File: src/rtl/alu_issue_stage.sv
// -----------------------------------------------------------------------------
// alu_issue_stage
//   ID->EX pipeline register for the RV32I integer ALU. It decodes the
//   OP, OP-IMM, LUI and AUIPC classes into a 4-bit alu_ctrl. It selects the two
//   ALU operands from register-file data, the PC and the immediates. The result
//   is registered behind a valid/ready handshake that supports stall and flush.
//
// Ports
//   clk        in   1      rising-edge clock
//   reset_n    in   1      asynchronous active-low reset
//   in_valid   in   1      upstream instruction valid
//   in_ready   out  1      stage can accept this cycle
//   instr      in   32     instruction word
//   pc         in   WIDTH  instruction address
//   rs1_data   in   WIDTH  register-file read data, rs1
//   rs2_data   in   WIDTH  register-file read data, rs2
//   flush      in   1      kill held and incoming instruction
//   out_valid  out  1      registered outputs valid toward EX
//   out_ready  in   1      EX accepts this cycle
//   op1/op2    out  WIDTH  ALU operands
//   alu_ctrl   out  4      {alt, funct3}-style ALU operation code
//   rd         out  5      destination register
//   reg_write  out  1      write-back enable
//   illegal    out  1      instruction not in the supported classes
//
// Handshake
//   A transfer happens on a rising edge where valid && ready are both 1.
//   Upstream:   in_ready = !flush && (!out_valid || out_ready). The input is
//               taken when in_valid && in_ready.
//   Downstream: out_valid plus the data outputs stay constant while
//               out_valid && !out_ready. They change only after EX accepts the
//               instruction, or when a flush or reset occurs.
//   A flush empties the stage. It drops the held instruction and the
//   incoming one.
// -----------------------------------------------------------------------------
module alu_issue_stage #(
  parameter int WIDTH = 32
) (
  input  logic             clk,
  input  logic             reset_n,
  input  logic             in_valid,
  output logic             in_ready,
  input  logic [31:0]      instr,
  input  logic [WIDTH-1:0] pc,
  input  logic [WIDTH-1:0] rs1_data,
  input  logic [WIDTH-1:0] rs2_data,
  input  logic             flush,
  output logic             out_valid,
  input  logic             out_ready,
  output logic [WIDTH-1:0] op1,
  output logic [WIDTH-1:0] op2,
  output logic [3:0]       alu_ctrl,
  output logic [4:0]       rd,
  output logic             reg_write,
  output logic             illegal
);

  localparam logic [6:0] OPC_OP     = 7'b0110011;
  localparam logic [6:0] OPC_OP_IMM = 7'b0010011;
  localparam logic [6:0] OPC_LUI    = 7'b0110111;
  localparam logic [6:0] OPC_AUIPC  = 7'b0010111;

  localparam logic [6:0] F7_BASE = 7'b0000000;
  localparam logic [6:0] F7_ALT  = 7'b0100000;

  localparam logic [3:0] CTRL_ADD = 4'b0000;
  localparam logic [3:0] CTRL_SLL = 4'b0001;

  // Instruction fields
  logic [6:0]       w_opcode;
  logic [2:0]       w_funct3;
  logic [6:0]       w_funct7;
  logic [4:0]       w_rd;
  logic [WIDTH-1:0] w_imm_i;
  logic [WIDTH-1:0] w_imm_u;
  logic [WIDTH-1:0] w_shamt;

  assign w_opcode = instr[6:0];
  assign w_rd     = instr[11:7];
  assign w_funct3 = instr[14:12];
  assign w_funct7 = instr[31:25];
  assign w_imm_i  = {{(WIDTH-12){instr[31]}}, instr[31:20]};
  assign w_imm_u  = {instr[31:12], 12'b0};
  // Shift-immediates carry the funct7 selector in imm[11:5]. The ALU should
  // see only the shift amount, so SRAI by 3 gives op2 = 3 and not 0x403.
  assign w_shamt  = {{(WIDTH-5){1'b0}}, instr[24:20]};

  // Raw decode. These operands are before any legality gating.
  logic             w_legal;
  logic [3:0]       w_ctrl_raw;
  logic [WIDTH-1:0] w_op1_raw;
  logic [WIDTH-1:0] w_op2_raw;

  always_comb begin
    w_legal    = 1'b0;
    w_ctrl_raw = CTRL_ADD;
    w_op1_raw  = '0;
    w_op2_raw  = '0;
    unique case (w_opcode)
      OPC_OP: begin
        w_ctrl_raw = {instr[30], w_funct3};
        w_op1_raw  = rs1_data;
        w_op2_raw  = rs2_data;
        // The alternate funct7 encoding is valid only for SUB and SRA.
        w_legal    = (w_funct7 == F7_BASE) ||
                     ((w_funct7 == F7_ALT) &&
                      ((w_funct3 == 3'b000) || (w_funct3 == 3'b101)));
      end
      OPC_OP_IMM: begin
        w_op1_raw = rs1_data;
        unique case (w_funct3)
          3'b001: begin
            w_ctrl_raw = CTRL_SLL;
            w_op2_raw  = w_shamt;
            w_legal    = (w_funct7 == F7_BASE);
          end
          3'b101: begin
            w_ctrl_raw = {instr[30], 3'b101};
            w_op2_raw  = w_shamt;
            w_legal    = (w_funct7 == F7_BASE) || (w_funct7 == F7_ALT);
          end
          default: begin
            // instr[30] belongs to the immediate in this case. ADDI must
            // therefore not decode as SUB.
            w_ctrl_raw = {1'b0, w_funct3};
            w_op2_raw  = w_imm_i;
            w_legal    = 1'b1;
          end
        endcase
      end
      OPC_LUI: begin
        w_ctrl_raw = CTRL_ADD;
        w_op1_raw  = '0;
        w_op2_raw  = w_imm_u;
        w_legal    = 1'b1;
      end
      OPC_AUIPC: begin
        w_ctrl_raw = CTRL_ADD;
        w_op1_raw  = pc;
        w_op2_raw  = w_imm_u;
        w_legal    = 1'b1;
      end
      default: begin
        w_legal = 1'b0;
      end
    endcase
  end

  // An illegal instruction still travels down the pipe so EX can raise the
  // trap. Its operands and control are forced to zero.
  logic [3:0]       w_ctrl;
  logic [WIDTH-1:0] w_op1;
  logic [WIDTH-1:0] w_op2;
  logic             w_reg_write;

  assign w_ctrl      = w_legal ? w_ctrl_raw : CTRL_ADD;
  assign w_op1       = w_legal ? w_op1_raw  : '0;
  assign w_op2       = w_legal ? w_op2_raw  : '0;
  assign w_reg_write = w_legal && (w_rd != 5'd0);

  // Handshake
  logic r_out_valid;
  logic w_load;

  assign in_ready = !flush && (!r_out_valid || out_ready);
  assign w_load   = in_valid && in_ready;

  // Output register
  logic [WIDTH-1:0] r_op1;
  logic [WIDTH-1:0] r_op2;
  logic [3:0]       r_alu_ctrl;
  logic [4:0]       r_rd;
  logic             r_reg_write;
  logic             r_illegal;

  always_ff @(posedge clk or negedge reset_n) begin
    if (!reset_n) begin
      r_out_valid <= 1'b0;
      r_op1       <= '0;
      r_op2       <= '0;
      r_alu_ctrl  <= '0;
      r_rd        <= '0;
      r_reg_write <= 1'b0;
      r_illegal   <= 1'b0;
    end else if (flush) begin
      // Flush takes priority over hold and load. Clearing reg_write as well
      // means a stale copy can never look like a pending write-back.
      r_out_valid <= 1'b0;
      r_reg_write <= 1'b0;
    end else if (w_load) begin
      r_out_valid <= 1'b1;
      r_op1       <= w_op1;
      r_op2       <= w_op2;
      r_alu_ctrl  <= w_ctrl;
      r_rd        <= w_rd;
      r_reg_write <= w_reg_write;
      r_illegal   <= !w_legal;
    end else if (out_ready) begin
      // Drain: only valid drops. The data outputs keep their last values.
      r_out_valid <= 1'b0;
    end
  end

  assign out_valid = r_out_valid;
  assign op1       = r_op1;
  assign op2       = r_op2;
  assign alu_ctrl  = r_alu_ctrl;
  assign rd        = r_rd;
  assign reg_write = r_reg_write;
  assign illegal   = r_illegal;

endmodule

File: config.mk
export PLATFORM = sky130hd
export DESIGN_NAME = alu_issue_stage
export DESIGN_NICKNAME = d
export VERILOG_FILES = /design/src/rtl/alu_issue_stage.sv
export SDC_FILE = /design/constraint.sdc
export NUM_CORES = 1
export LEC_CHECK = 0
export ABC_AREA = 1
export BUFFER_PORTS_ARGS = -buffer_cell sky130_fd_sc_hd__buf_4
export CORE_UTILIZATION = 48
export CTS_BUF_LIST = sky130_fd_sc_hd__clkbuf_4 sky130_fd_sc_hd__clkbuf_8
export CTS_CLUSTER_SIZE = 40
export DETAILED_ROUTE_END_ITERATION = 10
export MAX_ROUTING_LAYER = met4
export PLACE_DENSITY_LB_ADDON = 0.15
export SLEW_MARGIN = 5
export SYNTH_ARGS = -nofsm -noshare
export SYNTH_HDL_FRONTEND = slang
export SYNTH_SLANG_ARGS = --single-unit
File: constraint.sdc
create_clock -name clk -period 1.4 [get_ports clk]
set_input_delay 0 -clock clk [delete_from_list [all_inputs] [get_ports clk]]
set_output_delay 0 -clock clk [all_outputs]
set_load 0.01 [all_outputs]
After elaboration in Yosys (flattened, before gate mapping)
Index checks and enable logic that the tools add are counted.

word-level totals
  register bits = 76
  bits in latches = 0
  bits in writable memories = 0
  bits in read-only memories = 0
  input port bits = 133
  output and inout port bits = 77
  logic and storage cells = 50
  memories kept = 0

operators by class
  add/sub/neg operators = 0
  multipliers = 0
  divide/modulo/power cells = 0
  $lt $le $gt $ge = 0
  eq/ne operators = 7
  shift-type cells = 0
  muxes and demuxes = 15
  bitwise operators = 1
  reduce and logical (&&, ||, !) cells = 20

operators by type and width
  cell                                           count
  two-way mux 32 bit                             3
  case mux 32 bit (3 select lines)               1
  case mux 32 bit (2 select lines)               1
  == test 7 x 6 -> 1 bit, second input constant  3
  case mux 4 bit (2 select lines)                2
  == test 7 x 5 -> 1 bit, second input constant  2
  zero test 7 bit                                1
  OR reduction 2 bit                             3
  two-way mux 1 bit                              5
  nonzero test 5 bit                             1
  logical AND 1 bit                              4
  logical OR 1 bit                               4
  two-way mux 4 bit                              1
  == test 3 x 1 -> 1 bit, second input constant  1
  == test 3 bit, second input constant           1
  zero test 1 bit                                3
  zero test 3 bit                                1
  case mux 1 bit (3 select lines)                1
  nonzero test 3 bit                             1
  case mux 1 bit (2 select lines)                1
  AND reduction 2 bit                            1
  nonzero test 2 bit                             1
  NOT 1 bit                                      1

Logic depth before layout (Yosys ltp)
  depth in word-level cells = 8
  gate-level depth with buffers = 11
  gate-level depth less buffers = 9

Worst setup path after synthesis
Ideal clock, no wire load.

  path kind = register to register
  start = register r_out_valid (netlist: out_valid)
  end = register r_op2[7] (netlist: op2[7])
  arrival time = 1.241 ns
  data required time = 1.337 ns
  slack = 0.096 ns
  cell stages (with the launch flop) = 10
  clock period less this slack = 1.304 ns
  path through = dfrtp_1 nand2_1 nand3_2 inv_2 buf_4 buf_2 nand2_1 nand2_1 nand2_1 inv_1

between the ends
  word-level cells in the longest chain between the ends = 5

ends and longest elaborated chain
  item                                  line  text
  from (decl)                           162   logic r_out_valid;
  from (signal assigned)                178   r_out_valid <= 1'b0;
  from (signal assigned)                188   r_out_valid <= 1'b0;
  from (signal assigned)                191   r_out_valid <= 1'b1;
  zero test 1 bit                       165   assign in_ready = !flush && (!r_out_valid || out_ready);
  logical OR 1 bit                      165
  logical AND 1 bit                     165
  logical AND 1 bit                     166   assign w_load = in_valid && in_ready;
  AND reduction 2 bit (no source line)  --
  to (signal assigned)                  193   r_op2 <= w_op2;
  to (decl)                             170   logic [WIDTH-1:0] r_op2;

No other way between the ends.
A chain may end at the register's enable or synchronous reset.

Worst setup path after layout
  start = register r_out_valid (netlist: out_valid)
  end = register r_alu_ctrl[1] (netlist: alu_ctrl[1])

between the ends
  word-level cells in the longest chain between the ends = 5

ends and longest elaborated chain
  item                                  line  text
  zero test 1 bit                       165
  logical OR 1 bit                      165
  logical AND 1 bit                     165
  logical AND 1 bit                     166
  AND reduction 2 bit (no source line)  --
  to (signal assigned)                  194   r_alu_ctrl <= w_ctrl;
  to (decl)                             171   logic [3:0] r_alu_ctrl;

No other way between the ends.

==> results by group <==
Outcome
  • Status: finished with violations
  • Failing checks: setup timing

CTS
  • Clock Path Buffers: 2
  • Clk slew on worst S/H paths: around 0.090 ns
  • Total CTS buffers: 9
  • Clk Latency, worst-skew pair: approximately 0.34 ns
  • CTS Root Cell: clkbuf_8
  • Num Clock Sinks: 76
  • TritonCTS clock tree: built
  • # H-tree levels: 3

Synthesis
  • Yosys top cell by area: dfrtp_1
  • Synth top cells by count: nand2_1 (338), nand3_1 (113), dfrtp_1 (76)
  • Post-synthesis net count: roughly 800
  • Number of synthesized flops with an enable pin: 0
  • Number of library cell types mapped by synthesis: 22
  • Main area contributors after synthesis: dfrtp_1 (43%), nand2_1 (29%), nand3_1 (13%)
  • Main flop type after synthesis: dfrtp_1
  • Most common cell in the synthesized netlist: nand2_1
  • Avg Inst Size Synth: around 6.7 sq um
  • Synthesized area: ~4400 sq um
  • Sequential share of the synthesized area: between 40% and 50%
  • Post-synth top area share: 43.4%
  • FF+latch count, synth: 76
  • Gate Count Post-Synth: between 600 and 700
  • Yosys warnings: 0
  • Async set or reset register ratio after synthesis: 100%

Drt
  • Vias: 5,703
  • Vias per cell: around 5.4
  • Drt pass-1 iters: 6
  • Routed wire length: ~18,000 um
  • Drc violations: 0
  • DRT antenna net count: 0
  • DR iter-0 viols: roughly 330
  • DR WL/cell: between 15 and 20 um

Setup path
  • Slowest cell on crit path: dfrtp_1
  • CP Data Required Time: 1.67 ns
  • Crit-path max cell delay: just under 0.4 ns
  • Worst-path cell chain: nand2_2 -> nand3_4 -> nor2_4 -> buf_6 -> buf_12 -> inv_8 -> nor2_4 -> nand2_1 -> nand2_1
  • CP Data Arrival Time: 1.75 ns
  • Largest fanout on the critical path: 7
  • Critical Path Start Type: flop
  • Crit Path Class: flop to flop
  • Crit. End Element: flop

Floorplan
  • # rows: 34
  • Die H: between 90 and 100 um
  • Total I/O pin count: 210
  • Die area: approximately 9500 sq um
  • DIE WIDTH: roughly 98 um
  • Core area: slightly below 9000 sq um
  • Starting Density: between 40% and 50%

Timing
  • Slew Viols, Final: 0
  • Hold Slack: about 0.046 ns
  • Min Clock Period, post-route: roughly 1.5 ns
  • PnR worst setup slack: -0.0821 ns
  • Relative slew margins: 73.1%
  • Slew @ Worst Pin: approximately 0.4 ns
  • RSZ-0062 raised after global routing: yes
  • Max frequency: roughly 670 MHz
  • Setup violations, final: 14
  • Final Cycle Share: 106%
  • Fin. Hold Viols: 0
  • Final Skew: roughly 0.0091 ns

Power and ir drop
  • Leak: ~4.4 nW
  • PD cells: about 660 nW/um^2
  • Peak VDD IR: about 0.52 mV

GRT
  • Total track usage: between 30% and 40%
  • Initial antenna violation count: 0
  • Global route overflow: 0
  • Largest net degree at the start of global routing: 48
  • Vias in the first global route: roughly 5,600
  • First-pass GRT wire length: between 20,000 and 30,000 um

Place
  • Dpl cells: roughly 950
  • Port Buf Inserts: 209
  • GPL Wtd Cong: 0.886
  • Post-DP HPWL: 9810 um

Final layout
  • Ratio of cells with drive above 1 in the final layout: between 30% and 40%
  • Total Nets Final: roughly 1,100
  • Non-Filler Instances: 1,054
  • Area growth, synth to finish: 69.8%
  • N_diodes: 0

Worst hold path
  • Tightest Hold Check Type: input port to flop

Job
  • Max-cap violation count: 0
==> state kept, by name, indices dropped and copies added (netlist names) <==
signal	flops
op1	32
op2	32
rd	5
alu_ctrl	4
illegal	1
out_valid	1
reg_write	1
==> logic make-up after synthesis <==
| group | after synthesis | share of synthesized area, % |
|---|---|---|
| simple gates | 477 | 45.2 |
| buf+inv | 91 | 9.97 |
| flops | 76 | 43.4 |
| compound gates | 11 | 1.34 |
==> per-stage QoR <==
stage	TNS, ns	util [%]	area (sq um)	setup slack, ns	total power, mW
3_3_place_gp	0	69.7	6110	0.112	2.97
5_1_grt	-2.58	84.8	7430	-0.157	5.11
4_1_cts	0	81.0	7100	0.0211	4.88
6_report	-0.307	84.8	7430	-0.0821	4.94
2_1_floorplan	0	-	4380	0.0959	2.50
3_5_place_dp	-0.00748	69.7	6110	-0.00748	2.99
==> cell type report <==
cell class | count | area (sq um)
Clock buffer | 10 | 138
Clock inverter | 6 | 72.6
Fill cell | 510 | 1330
Inverter | 49 | 194
Multi-Input combinational cell | 488 | 2210
Sequential cell | 76 | 1900
Tap cell | 108 | 135
Timing Repair Buffer | 317 | 2780
==> path summary, 6_finish.rpt <==
kind,slack [ns],start,depth (start not counted),end
max reg2reg,-0.08,out_valid,9,alu_ctrl[1]
min,0.05,rs2_data[10],5,op2[10]
min reg2reg,0.49,op2[31],2,op2[31]
max,-0.08,out_valid,9,alu_ctrl[1]
min in group asynchronous,0.12,reset_n,2,op2[15]
max in group asynchronous,0.71,reset_n,3,op2[11]
==> per-layer routing <==
metal | vias up | wire length [um] | track usage (%)
met5 | - | 0 | -
met4 | 0 | 701 | 16.4
met3 | 71 | 1960 | 6.69
met2 | 410 | 8750 | 57.5
met1 | 2625 | 6690 | 43.9
li1 | 2597 | - | -
==> timing repair <==
action,in CTS,in global routing
hold buffers,72,2
resized for setup,1,59
endpoints found under the hold margin,117,1
cloned,1,5
pin swaps,1,58
buffers inserted,3,2
endpoints found under the setup margin,1,66
==> report_power, final <==
| part | internal, mW | switching (mW) | leakage [nW] | total, mW |
|---|---|---|---|---|
| Clock | 0.887 | 0.863 | 0.0966 | 1.75 |
| Combinational | 0.516 | 0.435 | 3.29 | 0.951 |
| Sequential | 2.22 | 0.0182 | 1.05 | 2.24 |
| Total | 3.63 | 1.32 | 4.43 | 4.94 |
==> worst max-delay path: cells and delay by family, from the launching register on <==
| kind | cells | cell delay, ns |
|---|---|---|
| buffers and inverters | 3 | 0.33 |
| DFF | 1 | 0.39 |
| and+or+nand+nor | 6 | 0.68 |
==> cell usage in the layout (no fill, tap or decap), types with 3 or more instances in the layout <==
cell / Yosys / final
o21ai_0: 8 / 8
inv_1: 43 / 42
dfrtp_1: 76 / 76
nor2_4: 2 / 4
buf_6: 7 / 3
nand2_2: 3 / 27
dlygate4sd3_1: 0 / 73
buf_12: 0 / 8
nand2_1: 338 / 303
nor2_2: 2 / 4
nor2_1: 13 / 9
inv_2: 6 / 5
clkbuf_16: 0 / 5
nand3_1: 113 / 113
clkinvlp_4: 0 / 3
nand2_4: 0 / 11
clkbuf_8: 0 / 10
buf_4: 5 / 227
Power figures use the tool's default switching activity.
